[src/rtl/dmem_access_seq_if.sv]
`default_nettype none
// ============================================================================
// Module   : dmem_access_seq_if
// Brief    : Pipeline request, memory bus and result signals of the data-memory
//            access sequencer, bundled with sequencer/environment modports.
// Revision : 1.0 - initial release
// ============================================================================
interface dmem_access_seq_if #(
    parameter int XLEN = 32
);
    logic            halt;
    logic            valid_in;
    logic [6:0]      opcode_in;
    logic [2:0]      funct3_in;
    logic [XLEN-1:0] addr_in;
    logic [XLEN-1:0] wdata_in;
    logic            mem_req;
    logic            mem_we;
    logic [XLEN-1:0] mem_addr;
    logic [3:0]      mem_be;
    logic [XLEN-1:0] mem_wdata;
    logic            mem_ack;
    logic [XLEN-1:0] mem_rdata;
    logic [XLEN-1:0] rdata_out;
    logic            done;
    logic            err;
    logic            stall;

    // master: the sequencer itself (drives the memory bus and results)
    modport master (
        input  halt, valid_in, opcode_in, funct3_in, addr_in, wdata_in,
               mem_ack, mem_rdata,
        output mem_req, mem_we, mem_addr, mem_be, mem_wdata,
               rdata_out, done, err, stall
    );

    // slave: pipeline plus memory side
    modport slave (
        output halt, valid_in, opcode_in, funct3_in, addr_in, wdata_in,
               mem_ack, mem_rdata,
        input  mem_req, mem_we, mem_addr, mem_be, mem_wdata,
               rdata_out, done, err, stall
    );
endinterface
`default_nettype wire

[src/rtl/dmem_access_seq.sv]
`default_nettype none
// ============================================================================
// Module   : dmem_access_seq
// Brief    : Load/store sequencer: one bus transaction per accepted request,
//            with alignment checks, lane steering and a wait-cycle timeout.
// Revision : 1.0 - initial release
// ============================================================================
module dmem_access_seq #(
    parameter int XLEN    = 32,
    parameter int TIMEOUT = 15
) (
    input  logic             clk,
    input  logic             rst_n,
    dmem_access_seq_if.master bus
);
    typedef enum logic [1:0] {
        IDLE = 2'd0,
        BUSY = 2'd1,
        DONE = 2'd2,
        ERR  = 2'd3
    } state_t;

    localparam logic [6:0] c_op_load      = 7'b0000011;
    localparam logic [6:0] c_op_store     = 7'b0100011;
    localparam logic [3:0] c_timeout_last = 4'(TIMEOUT - 1);

    state_t          r_state;
    state_t          w_state_next;
    logic            r_is_store;
    logic [2:0]      r_funct3;
    logic [XLEN-1:0] r_addr;
    logic [XLEN-1:0] r_wdata;
    logic [XLEN-1:0] r_rdata;
    logic [3:0]      r_cnt;

    logic            w_is_load;
    logic            w_is_store;
    logic            w_accept;
    logic            w_aligned;
    logic            w_legal;
    logic            w_busy;
    logic [3:0]      w_be;
    logic [XLEN-1:0] w_wdata;
    logic [XLEN-1:0] w_lane;
    logic [XLEN-1:0] w_load_fmt;

    // Request decode works on the live inputs: legality is decided on the
    // accepting edge, before anything is latched.
    always_comb begin
        w_is_load  = (bus.opcode_in == c_op_load);
        w_is_store = (bus.opcode_in == c_op_store);
        w_accept   = (r_state == IDLE) && bus.valid_in && !bus.halt &&
                     (w_is_load || w_is_store);
        case (bus.funct3_in[1:0])
            2'b00:   w_aligned = 1'b1;
            2'b01:   w_aligned = !bus.addr_in[0];
            2'b10:   w_aligned = (bus.addr_in[1:0] == 2'b00);
            default: w_aligned = 1'b0;
        endcase
        if (w_is_store)
            w_legal = !bus.funct3_in[2] && (bus.funct3_in[1:0] != 2'b11);
        else
            w_legal = (bus.funct3_in[1:0] != 2'b11) && (bus.funct3_in != 3'b110);
    end

    always_comb begin
        w_state_next = r_state;
        case (r_state)
            IDLE: begin
                if (w_accept)
                    w_state_next = (w_legal && w_aligned) ? BUSY : ERR;
            end
            BUSY: begin
                if (bus.mem_ack)
                    w_state_next = DONE;
                else if (r_cnt == c_timeout_last)
                    w_state_next = ERR;
            end
            DONE:    w_state_next = IDLE;
            ERR:     w_state_next = IDLE;
            default: w_state_next = IDLE;
        endcase
    end

    always_ff @(posedge clk or negedge rst_n) begin
        if (!rst_n) begin
            r_state <= IDLE;
        end else begin
            r_state <= w_state_next;
        end
    end

    always_ff @(posedge clk or negedge rst_n) begin
        if (!rst_n) begin
            r_is_store <= 1'b0;
            r_funct3   <= 3'b000;
            r_addr     <= '0;
            r_wdata    <= '0;
            r_rdata    <= '0;
            r_cnt      <= 4'd0;
        end else begin
            r_cnt <= (r_state == BUSY) ? r_cnt + 4'd1 : 4'd0;
            if (w_accept) begin
                r_is_store <= w_is_store;
                r_funct3   <= bus.funct3_in;
                r_addr     <= bus.addr_in;
                r_wdata    <= bus.wdata_in;
            end
            // Result holds until the next completion; stores and errors clear it.
            if (r_state == BUSY && bus.mem_ack)
                r_rdata <= r_is_store ? '0 : w_load_fmt;
            else if (w_state_next == ERR)
                r_rdata <= '0;
        end
    end

    always_comb begin
        case (r_funct3[1:0])
            2'b00: begin
                w_be    = 4'b0001 << r_addr[1:0];
                w_wdata = {4{r_wdata[7:0]}};
            end
            2'b01: begin
                w_be    = 4'b0011 << {r_addr[1], 1'b0};
                w_wdata = {2{r_wdata[15:0]}};
            end
            default: begin
                w_be    = 4'b1111;
                w_wdata = r_wdata;
            end
        endcase
        w_lane = bus.mem_rdata >> {r_addr[1:0], 3'b000};
        case (r_funct3)
            3'b000:  w_load_fmt = {{(XLEN-8){w_lane[7]}}, w_lane[7:0]};
            3'b001:  w_load_fmt = {{(XLEN-16){w_lane[15]}}, w_lane[15:0]};
            3'b100:  w_load_fmt = {{(XLEN-8){1'b0}}, w_lane[7:0]};
            3'b101:  w_load_fmt = {{(XLEN-16){1'b0}}, w_lane[15:0]};
            default: w_load_fmt = bus.mem_rdata;
        endcase
    end

    // Bus outputs are gated by state so they fall to zero as soon as the
    // state register is reset, with no clock needed.
    always_comb begin
        w_busy        = (r_state == BUSY);
        bus.mem_req   = w_busy;
        bus.mem_we    = w_busy && r_is_store;
        bus.mem_addr  = w_busy ? {r_addr[XLEN-1:2], 2'b00} : '0;
        bus.mem_be    = w_busy ? w_be : 4'b0000;
        bus.mem_wdata = (w_busy && r_is_store) ? w_wdata : '0;
        bus.rdata_out = r_rdata;
        bus.done      = (r_state == DONE);
        bus.err       = (r_state == ERR);
        bus.stall     = w_busy || w_accept;
    end
endmodule
`default_nettype wire

[src/flat_wrapper.sv]
// flat-port wrapper written by rule: the top's interface ports become plain ports
module dmem_access_seq_flat 
#(
    parameter int XLEN    = 32,
    parameter int TIMEOUT = 15
)
  (clk, rst_n, bus_halt, bus_valid_in, bus_opcode_in, bus_funct3_in, bus_addr_in, bus_wdata_in, bus_mem_ack, bus_mem_rdata, bus_mem_req, bus_mem_we, bus_mem_addr, bus_mem_be, bus_mem_wdata, bus_rdata_out, bus_done, bus_err, bus_stall);
  dmem_access_seq_if #(.XLEN(XLEN)) bus_i ();
  input  logic clk;
  input  logic rst_n;
  input wire logic [$bits(bus_i.halt)-1:0] bus_halt;
  input wire logic [$bits(bus_i.valid_in)-1:0] bus_valid_in;
  input wire logic [$bits(bus_i.opcode_in)-1:0] bus_opcode_in;
  input wire logic [$bits(bus_i.funct3_in)-1:0] bus_funct3_in;
  input wire logic [$bits(bus_i.addr_in)-1:0] bus_addr_in;
  input wire logic [$bits(bus_i.wdata_in)-1:0] bus_wdata_in;
  input wire logic [$bits(bus_i.mem_ack)-1:0] bus_mem_ack;
  input wire logic [$bits(bus_i.mem_rdata)-1:0] bus_mem_rdata;
  output wire logic [$bits(bus_i.mem_req)-1:0] bus_mem_req;
  output wire logic [$bits(bus_i.mem_we)-1:0] bus_mem_we;
  output wire logic [$bits(bus_i.mem_addr)-1:0] bus_mem_addr;
  output wire logic [$bits(bus_i.mem_be)-1:0] bus_mem_be;
  output wire logic [$bits(bus_i.mem_wdata)-1:0] bus_mem_wdata;
  output wire logic [$bits(bus_i.rdata_out)-1:0] bus_rdata_out;
  output wire logic [$bits(bus_i.done)-1:0] bus_done;
  output wire logic [$bits(bus_i.err)-1:0] bus_err;
  output wire logic [$bits(bus_i.stall)-1:0] bus_stall;
  assign bus_i.halt = bus_halt;
  assign bus_i.valid_in = bus_valid_in;
  assign bus_i.opcode_in = bus_opcode_in;
  assign bus_i.funct3_in = bus_funct3_in;
  assign bus_i.addr_in = bus_addr_in;
  assign bus_i.wdata_in = bus_wdata_in;
  assign bus_i.mem_ack = bus_mem_ack;
  assign bus_i.mem_rdata = bus_mem_rdata;
  assign bus_mem_req = bus_i.mem_req;
  assign bus_mem_we = bus_i.mem_we;
  assign bus_mem_addr = bus_i.mem_addr;
  assign bus_mem_be = bus_i.mem_be;
  assign bus_mem_wdata = bus_i.mem_wdata;
  assign bus_rdata_out = bus_i.rdata_out;
  assign bus_done = bus_i.done;
  assign bus_err = bus_i.err;
  assign bus_stall = bus_i.stall;
  dmem_access_seq #(.XLEN(XLEN), .TIMEOUT(TIMEOUT)) u_core (.clk(clk), .rst_n(rst_n), .bus(bus_i));
endmodule
[config.mk]
export PLATFORM = sky130hd
export DESIGN_NAME = dmem_access_seq_flat
export DESIGN_NICKNAME = d
export VERILOG_FILES = /design/src/rtl/dmem_access_seq_if.sv /design/src/rtl/dmem_access_seq.sv /design/src/flat_wrapper.sv
export SDC_FILE = /design/constraint.sdc
export NUM_CORES = 1
export LEC_CHECK = 0
export ABC_AREA = 1
export CAP_MARGIN = 15
export CORE_MARGIN = 2
export CORE_UTILIZATION = 30
export CTS_BUF_LIST = sky130_fd_sc_hd__clkbuf_2
export DETAILED_ROUTE_END_ITERATION = 6
export GPL_TIMING_DRIVEN = 1
export MAX_ROUTING_LAYER = met4
export RECOVER_POWER = 25
export SETUP_SLACK_MARGIN = 0.05
export SYNTH_ARGS = -nofsm -noshare
export SYNTH_HDL_FRONTEND = slang
export SYNTH_SLANG_ARGS = --single-unit
[constraint.sdc]
create_clock -name clk -period 1.85 [get_ports clk]
set_clock_uncertainty 0.2 [all_clocks]
set_input_delay 0.185 -clock clk [delete_from_list [all_inputs] [get_ports clk]]
set_output_delay 0.185 -clock clk [all_outputs]
set_load 0.005 [all_outputs]
==> impl_metrics.csv, run 1 <==
group,metric,value,unit
status,status,"complete, but fails checks",
status,violations,"negative setup slack",
placed_design,placed_cell_area,0.00816,mm²
logic_synthesis,yosysUniqueCellTypes,29,
placed_design,place_inst,1214,
route,detail-route-antenna-nets,0,
hold_path,hold_depth,5,
critical_path,path_buf_inv,4,
route,drc,0,
critical_path,reg2reg_to,"u_core.bus.rdata_out[15]",
global_route,grt_usage,0.219,
floorplanning,die_y,139,µm
global_route,grt_pass1_vias,6265,
power_and_ir_drop,powerDensity,575,mW/mm²
critical_path,rr_startpoint,"u_core.r_state[1]",
cts,cts_buffer_depth,2,
critical_path,start_kind,"flip-flop",
hold_path,hp-class,"in -> reg",
power_and_ir_drop,ir_drop,0.000395,V
placed_design,hpwlAfterDp,13400,µm
floorplanning,die-area,0.0194,mm²
cts,numCtsBuffers,9,
logic_synthesis,synthTopCellsByCount,"nand2_1, nor2_1, dfrtp_1, inv_1, o21ai_0",
cells_and_area,nets,1241,
timing,rsz0062_at_grt,"yes",
logic_synthesis,synth_fa_ha_area_frac,0.00456,
logic_synthesis,synth_top_family_by_area,"simple AND/OR/NAND/NOR gates",
critical_path,slowest_stage,"dfrtp_1",
logic_synthesis,netlist_area,0.00549,mm²
timing,setup_viol,137,
route,first_iter_violations,342,
critical_path,setup.worst_path.end_class,"output pin",
logic_synthesis,yosysSeqAreaShare,0.483,
route,first_pass_iters,5,
logic_synthesis,syn_area_per_cell,7.15,µm²
power_and_ir_drop,internal_power,4.08,mW
job,cap_violations,0,
logic_synthesis,synth_mux_area_frac,0,
logic_synthesis,netlist_top_cells_area,"dfrtp_1, nand2_1, nor2_1, o21ai_0, inv_1",
cells_and_area,stdcell_count,1362,
placed_design,routabilityCongestion,0.871,
logic_synthesis,synth_edf_count,0,
route,via_count,6472,
timing,fin_crit_sh,1.25,
critical_path,max_stage_delay,0.46,ns
timing,fmax,431,MHz
route,wl_per_cell,16.5,µm
floorplanning,initial_core_util,0.306,
timing,layout_setup_ws,-0.470,ns
logic_synthesis,synth_ff_type,"dfrtp_1",
timing,fin_crit,2.32,ns
floorplanning,die_w,139,µm
global_route,antenna_found_initial,0,
critical_path,crit_type,"reg -> out",
cts,h-tree-depth,3,
logic_synthesis,syn_inst,768,
critical_path,worst-r2r-cell-count,11,
timing,drv_slew,0,
power_and_ir_drop,clkPwrFrac,0.237,
timing,slew_headroom,0.581,
logic_synthesis,synth_compound_area_frac,0.121,
cells_and_area,stdcell_area,0.0102,mm²
cells_and_area,diodes,0,
cells_and_area,areaGrowthSynthToFinish,86.4,%
power_and_ir_drop,power.leakage,4.98,nW
critical_path,path_cells,"inv_2 -> nand2_4 -> nor2_4 -> buf_6 -> buf_12 -> o21ai_2 -> nor2_1 -> buf_2",
floorplanning,core-area,0.0180,mm²
critical_path,cp_data_arrival_time,1.94,ns
logic_synthesis,synthSimpleGateAreaFrac,0.302,
logic_synthesis,synthXorXnorAreaFrac,0.00159,
power_and_ir_drop,switching_share,0.307,
floorplanning,num_rows,49,
global_route,grt_max_degree,68,
cts,clock_sinks,106,
placed_design,portBuffers,213,
logic_synthesis,synth_area_leader_cell,"dfrtp_1",
cts,cts-root-buf,"clkbuf_2",
floorplanning,io_pins,216,
critical_path,r2r_setup_slack,-0.24,ns
cells_and_area,layout-drive-gt1-share,0.257,
power_and_ir_drop,seq_power_share,0.472,
power_and_ir_drop,p_sw,1.81,mW
cts,clkTransAtPathRegs,0.28,ns
power_and_ir_drop,p_comb_frac,0.291,
logic_synthesis,ys_async_sr_fraction,1.00,
logic_synthesis,ys_warn_count,0,
hold_path,hp-start,"bus_mem_rdata[20]",
logic_synthesis,yosysMostFrequentCell,"nand2_1",
logic_synthesis,synth_top_area_frac,0.483,
route,viasPerCell,4.75,
global_route,grt_pass1_wl,33100,µm
critical_path,critPathMaxFanout,8,
global_route,grt-ovfl-total,0,
cts,cts_tree,"built",
timing,hold_viol_final,0,
hold_path,whs_endpoint,"u_core.bus.rdata_out[20]",
cts,clock_latency,0.62,ns
critical_path,critPathTopFamily,"buffers and inverters",
route,drt-total-wl,22500,µm
critical_path,required,1.46,ns
logic_synthesis,ys_seq_elements,106,
timing,worst_pin_slew,0.627,ns
-- tightest hold or removal path, cell delays in order --
cell and delay, ns:
clkdlybuf4s50_1 0.43, inv_1 0.08, a21oi_1 0.08, nand2_1 0.06, nand2_1 0.05
-- worst max-delay path by stage --
stage,start,end,slack (ns),cells after the start
global placement,bus_valid_in,bus_stall,-0.25,8
detailed placement,bus_valid_in,bus_stall,-0.24,8
global route,u_core.r_state[1],bus_mem_wdata[30],-0.61,8
CTS,u_core.r_state[1],bus_mem_wdata[16],-0.53,8
floorplan,u_core.r_state[1],bus_mem_wdata[22],0.15,6
finish,u_core.r_state[1],bus_mem_wdata[10],-0.47,8
-- sequential cells by signal, indices dropped and copies added (netlist names) --
name,cells
u_core.bus.rdata_out,32
u_core.r_addr,32
u_core.r_cnt,4
u_core.r_funct3,3
u_core.r_is_store,1
u_core.r_state,2
u_core.r_wdata,32
-- power groups by stage --
stage / registers, mW / logic (mW) / clock network, mW
after floorplan: 2.76 / 0.578 / 0
after global placement: 2.79 / 1.38 / 0
after detailed placement: 2.80 / 1.38 / 0
after CTS: 2.76 / 1.55 / 1.45
after global routing: 2.82 / 1.89 / 1.56
final: 2.78 / 1.72 / 1.40
-- cell families after synthesis --
logic type / count (synthesis)
other: 1
and+or+nand+nor: 418
buffers and inverters: 118
xor gates and xnor gates: 1
AOI/OAI and AO/OA: 122
DFF: 106
adders and majority gates: 2
-- cells in the final DEF (no fill, tap or decap), drive strengths merged, types with 4 or more instances in the layout --
master           n
nand2          254
buf            131
nor2           112
clkdlybuf4s50  109
dfrtp          106
dlygate4sd3     81
inv             74
o21ai           71
nand3           46
clkdlybuf4s15   43
clkbuf          33
a21oi           27
o22ai            8
o211ai           7
o21a             5
nor3             4
clkinv           4
-- cell type report --
class                           count  area, µm²
Fill cell                        1642       7730
Clock buffer                        9       45.0
Clock inverter                      7        115
Inverter                           75        289
Multi-Input combinational cell    545       2850
Timing Repair Buffer              391       4000
Sequential cell                   106       2650
Tap cell                          229        287
-- layer usage --
| metal | wire length (µm) | vias up | track usage | part of all wire |
|---|---|---|---|---|
| met4 | 327 | 0 | 0.0590 | 0.015 |
| met1 | 9990 | 3073 | 0.287 | 0.44 |
| met2 | 10800 | 249 | 0.350 | 0.48 |
| met5 | 0 | - | - | 0 |
| li1 | - | 3129 | - | - |
| met3 | 1360 | 21 | 0.0392 | 0.060 |
-- timing repair --
item	in CTS	in global routing
hold endpoints to repair	185	0
hold buffers	81	0
buffers inserted	19	13
pin swaps	17	17
resized for setup	376	121
endpoints found under the setup margin	204	169
gates cloned	6	14
-- through the flow --
stage / power (mW) / setup WS (ns) / util / hold WS [ns] / TNS, ns
CTS: 5.76 / -0.530 / 0.531 / 0.00196 / -32.57
global placement: 4.17 / -0.248 / 0.454 / -0.159 / -16.39
finish: 5.89 / -0.470 / 0.570 / 0.0845 / -33.45
floorplan: 3.34 / 0.153 / - / -0.311 / 0
detailed placement: 4.18 / -0.241 / 0.454 / -0.156 / -17.23
global route: 6.26 / -0.611 / 0.570 / 0.0234 / -48.87
Note: power is estimated with default switching activity, not from simulation.
==> run 2: changes to the inputs <==
CELL_PAD_IN_SITES_DETAIL_PLACEMENT = 0   (was not set)
CELL_PAD_IN_SITES_GLOBAL_PLACEMENT = 1   (was not set)
PLACE_DENSITY_LB_ADDON = 0.1   (was not set)
clock period = 2.5 ns   (was 1.85 ns; I/O delays follow)
==> run 2 against run 1 <==
Net effect:
- the flow now finishes without violations
- core utilization is 7.6 points lower
- setup slack better by 0.54 ns
- design area is 13% lower
- total power is 32% lower
- critical path type unchanged
- critical endpoint is now bus_mem_wdata[11]
==> impl_metrics.csv, run 2 (synthesis results as in run 1) <==
group,metric,value,unit
status,status,"complete, no violations",
global_route,antenna_found_initial,1,
critical_path,cp_data_arrival_time,1.98,ns
power_and_ir_drop,powerDensity,453,mW/mm²
route,via_count,5953,
cells_and_area,seq_area,0.00265,mm²
critical_path,rr_startpoint,"u_core.r_addr[1]",
global_route,grt-ovfl-total,0,
critical_path,path_cells,"inv_2 -> nand2_4 -> nor2_4 -> buf_6 -> buf_8 -> o21ai_2 -> nor2_1 -> buf_2",
hold_path,whs_endpoint,"u_core.bus.rdata_out[22]",
cells_and_area,mostFrequentLayoutCell,"nand2_1",
route,drc,0,
power_and_ir_drop,power.leakage,4.47,nW
cells_and_area,fill_cells,1877,
critical_path,setup.worst_path.end_class,"output pin",
cts,cts_buffer_depth,2,
placed_design,routabilityCongestion,0.808,
route,detail-route-antenna-nets,0,
timing,setup_viol,0,
cells_and_area,nets,1170,
timing,rsz0062_at_grt,"yes",
critical_path,start_kind,"flip-flop",
global_route,grt.met3_usage,0.0427,
timing,fin_crit,2.43,ns
cts,h-tree-depth,3,
global_route,busiest_layer,"met2",
critical_path,reg2reg_to,"u_core.bus.rdata_out[27]",
cts,clkTransAtPathRegs,0.33,ns
floorplanning,num_rows,49,
timing,worst_pin_slew,1.03,ns
cts,cts_tree,"built",
timing,slew_headroom,0.314,
critical_path,max_stage_delay,0.46,ns
global_route,grtUsageMet1,0.260,
timing,hold_viol_final,0,
floorplanning,initial_core_util,0.306,
hold_path,hp-class,"in -> reg",
cells_and_area,layout-drive-gt1-share,0.140,
cells_and_area,areaGrowthSynthToFinish,61.7,%
timing,fmax,411,MHz
global_route,grt_max_degree,109,
critical_path,required,2.05,ns
floorplanning,io_pins,216,
route,first_iter_violations,229,
route,wl_per_cell,15.0,µm
global_route,grt_usage,0.207,
route,first_pass_iters,5,
cts,clock_latency,0.61,ns
cells_and_area,stdcell_area,0.00888,mm²
route,viasPerCell,4.61,
floorplanning,die_y,139,µm
hold_path,hold_depth,5,
placed_design,placed_cell_area,0.00794,mm²
global_route,met2_usage,0.348,
critical_path,crit_type,"reg -> out",
critical_path,critPathMaxFanout,6,
hold_path,hp-start,"bus_mem_rdata[22]",
floorplanning,core-area,0.0180,mm²
floorplanning,die_w,139,µm
global_route,grt_pass1_wl,31400,µm
power_and_ir_drop,ir_drop,0.000361,V
critical_path,r2r_setup_slack,0.44,ns
cts,clock_sinks,106,
placed_design,portBuffers,213,
global_route,grt_pass1_vias,5979,
critical_path,worst-r2r-cell-count,9,
placed_design,hpwlAfterDp,13500,µm
timing,fin_crit_sh,0.973,
floorplanning,die-area,0.0194,mm²
cells_and_area,mostFrequentLayoutCells,"nand2_1, clkdlybuf4s50_1, dfrtp_1",
cells_and_area,multi_input_area,0.00254,mm²
timing,drv_slew,0,
cts,cts-root-buf,"clkbuf_2",
route,drt-total-wl,19400,µm
power_and_ir_drop,total_power,4.03,mW
timing,hold_slack,0.0869,ns
cts,numCtsBuffers,9,
critical_path,slowest_stage,"dfrtp_1",
job,cap_violations,0,
-- run 2: through the flow --
stage          worst slack (ns)   util  cells  TNS [ns]
2_1_floorplan             0.738      -    769         0
3_3_place_gp              0.192  0.442   1187         0
3_5_place_dp              0.151  0.442   1187         0
4_1_cts                 -0.0241  0.493   1288   -0.0468
5_1_grt                 -0.0650  0.494   1292     -1.10
6_report                 0.0687  0.494   1292         0
-- run 2: worst max-delay path: cells and delay by family (launching register included) --
kind	cells	cell delay (ns)
AND/OR/NAND/NOR	3	0.35
buffers and inverters	4	0.48
flip-flops	1	0.46
AO/OA/AOI/OAI	1	0.06
-- run 2: report_power, final --
group / switching, mW / total, mW / internal [mW]
Sequential: 0.130 / 2.05 / 1.92
Combinational: 0.513 / 1.08 / 0.564
Clock: 0.647 / 0.898 / 0.251
Total: 1.29 / 4.03 / 2.74
-- run 2: final cells by class --
type / instances / share of cell area
clock buffer: 10 / 0.00564
tap: 229 / 0.0323
sequential: 106 / 0.299
antenna: 1 / 0.000282
timing repair buffer: 320 / 0.336
multi-input combinational: 545 / 0.286
inverter: 75 / 0.0327
clock inverter: 6 / 0.00845
-- run 2: layer usage --
| metal | routed length, µm | up-vias |
|---|---|---|
| met5 | 0 | - |
| met4 | 292 | 0 |
| met3 | 958 | 21 |
| met2 | 9590 | 171 |
| met1 | 8580 | 2788 |
| li1 | - | 2973 |
-- run 2: how the worst max path moves through the flow --
stage	start	to	slack, ns	depth (start not counted)
finish	u_core.r_state[1]	bus_mem_wdata[11]	0.07	8
global route	u_core.r_state[1]	bus_mem_wdata[23]	-0.06	8
CTS	u_core.r_state[1]	bus_mem_wdata[8]	-0.02	9
detailed placement	u_core.r_state[1]	bus_mem_wdata[5]	0.15	7
global placement	u_core.r_state[1]	bus_mem_wdata[5]	0.19	7
floorplan	u_core.r_state[1]	bus_mem_wdata[22]	0.74	6
-- run 2: what timing repair did --
action / in CTS / in global routing
endpoints found under the setup margin: 69 / 58
endpoints found under the hold margin: 176 / 0
setup buffers: 12 / 4
hold buffers: 73 / 0
pin swaps: 17 / 11
gates resized for setup: 234 / 54
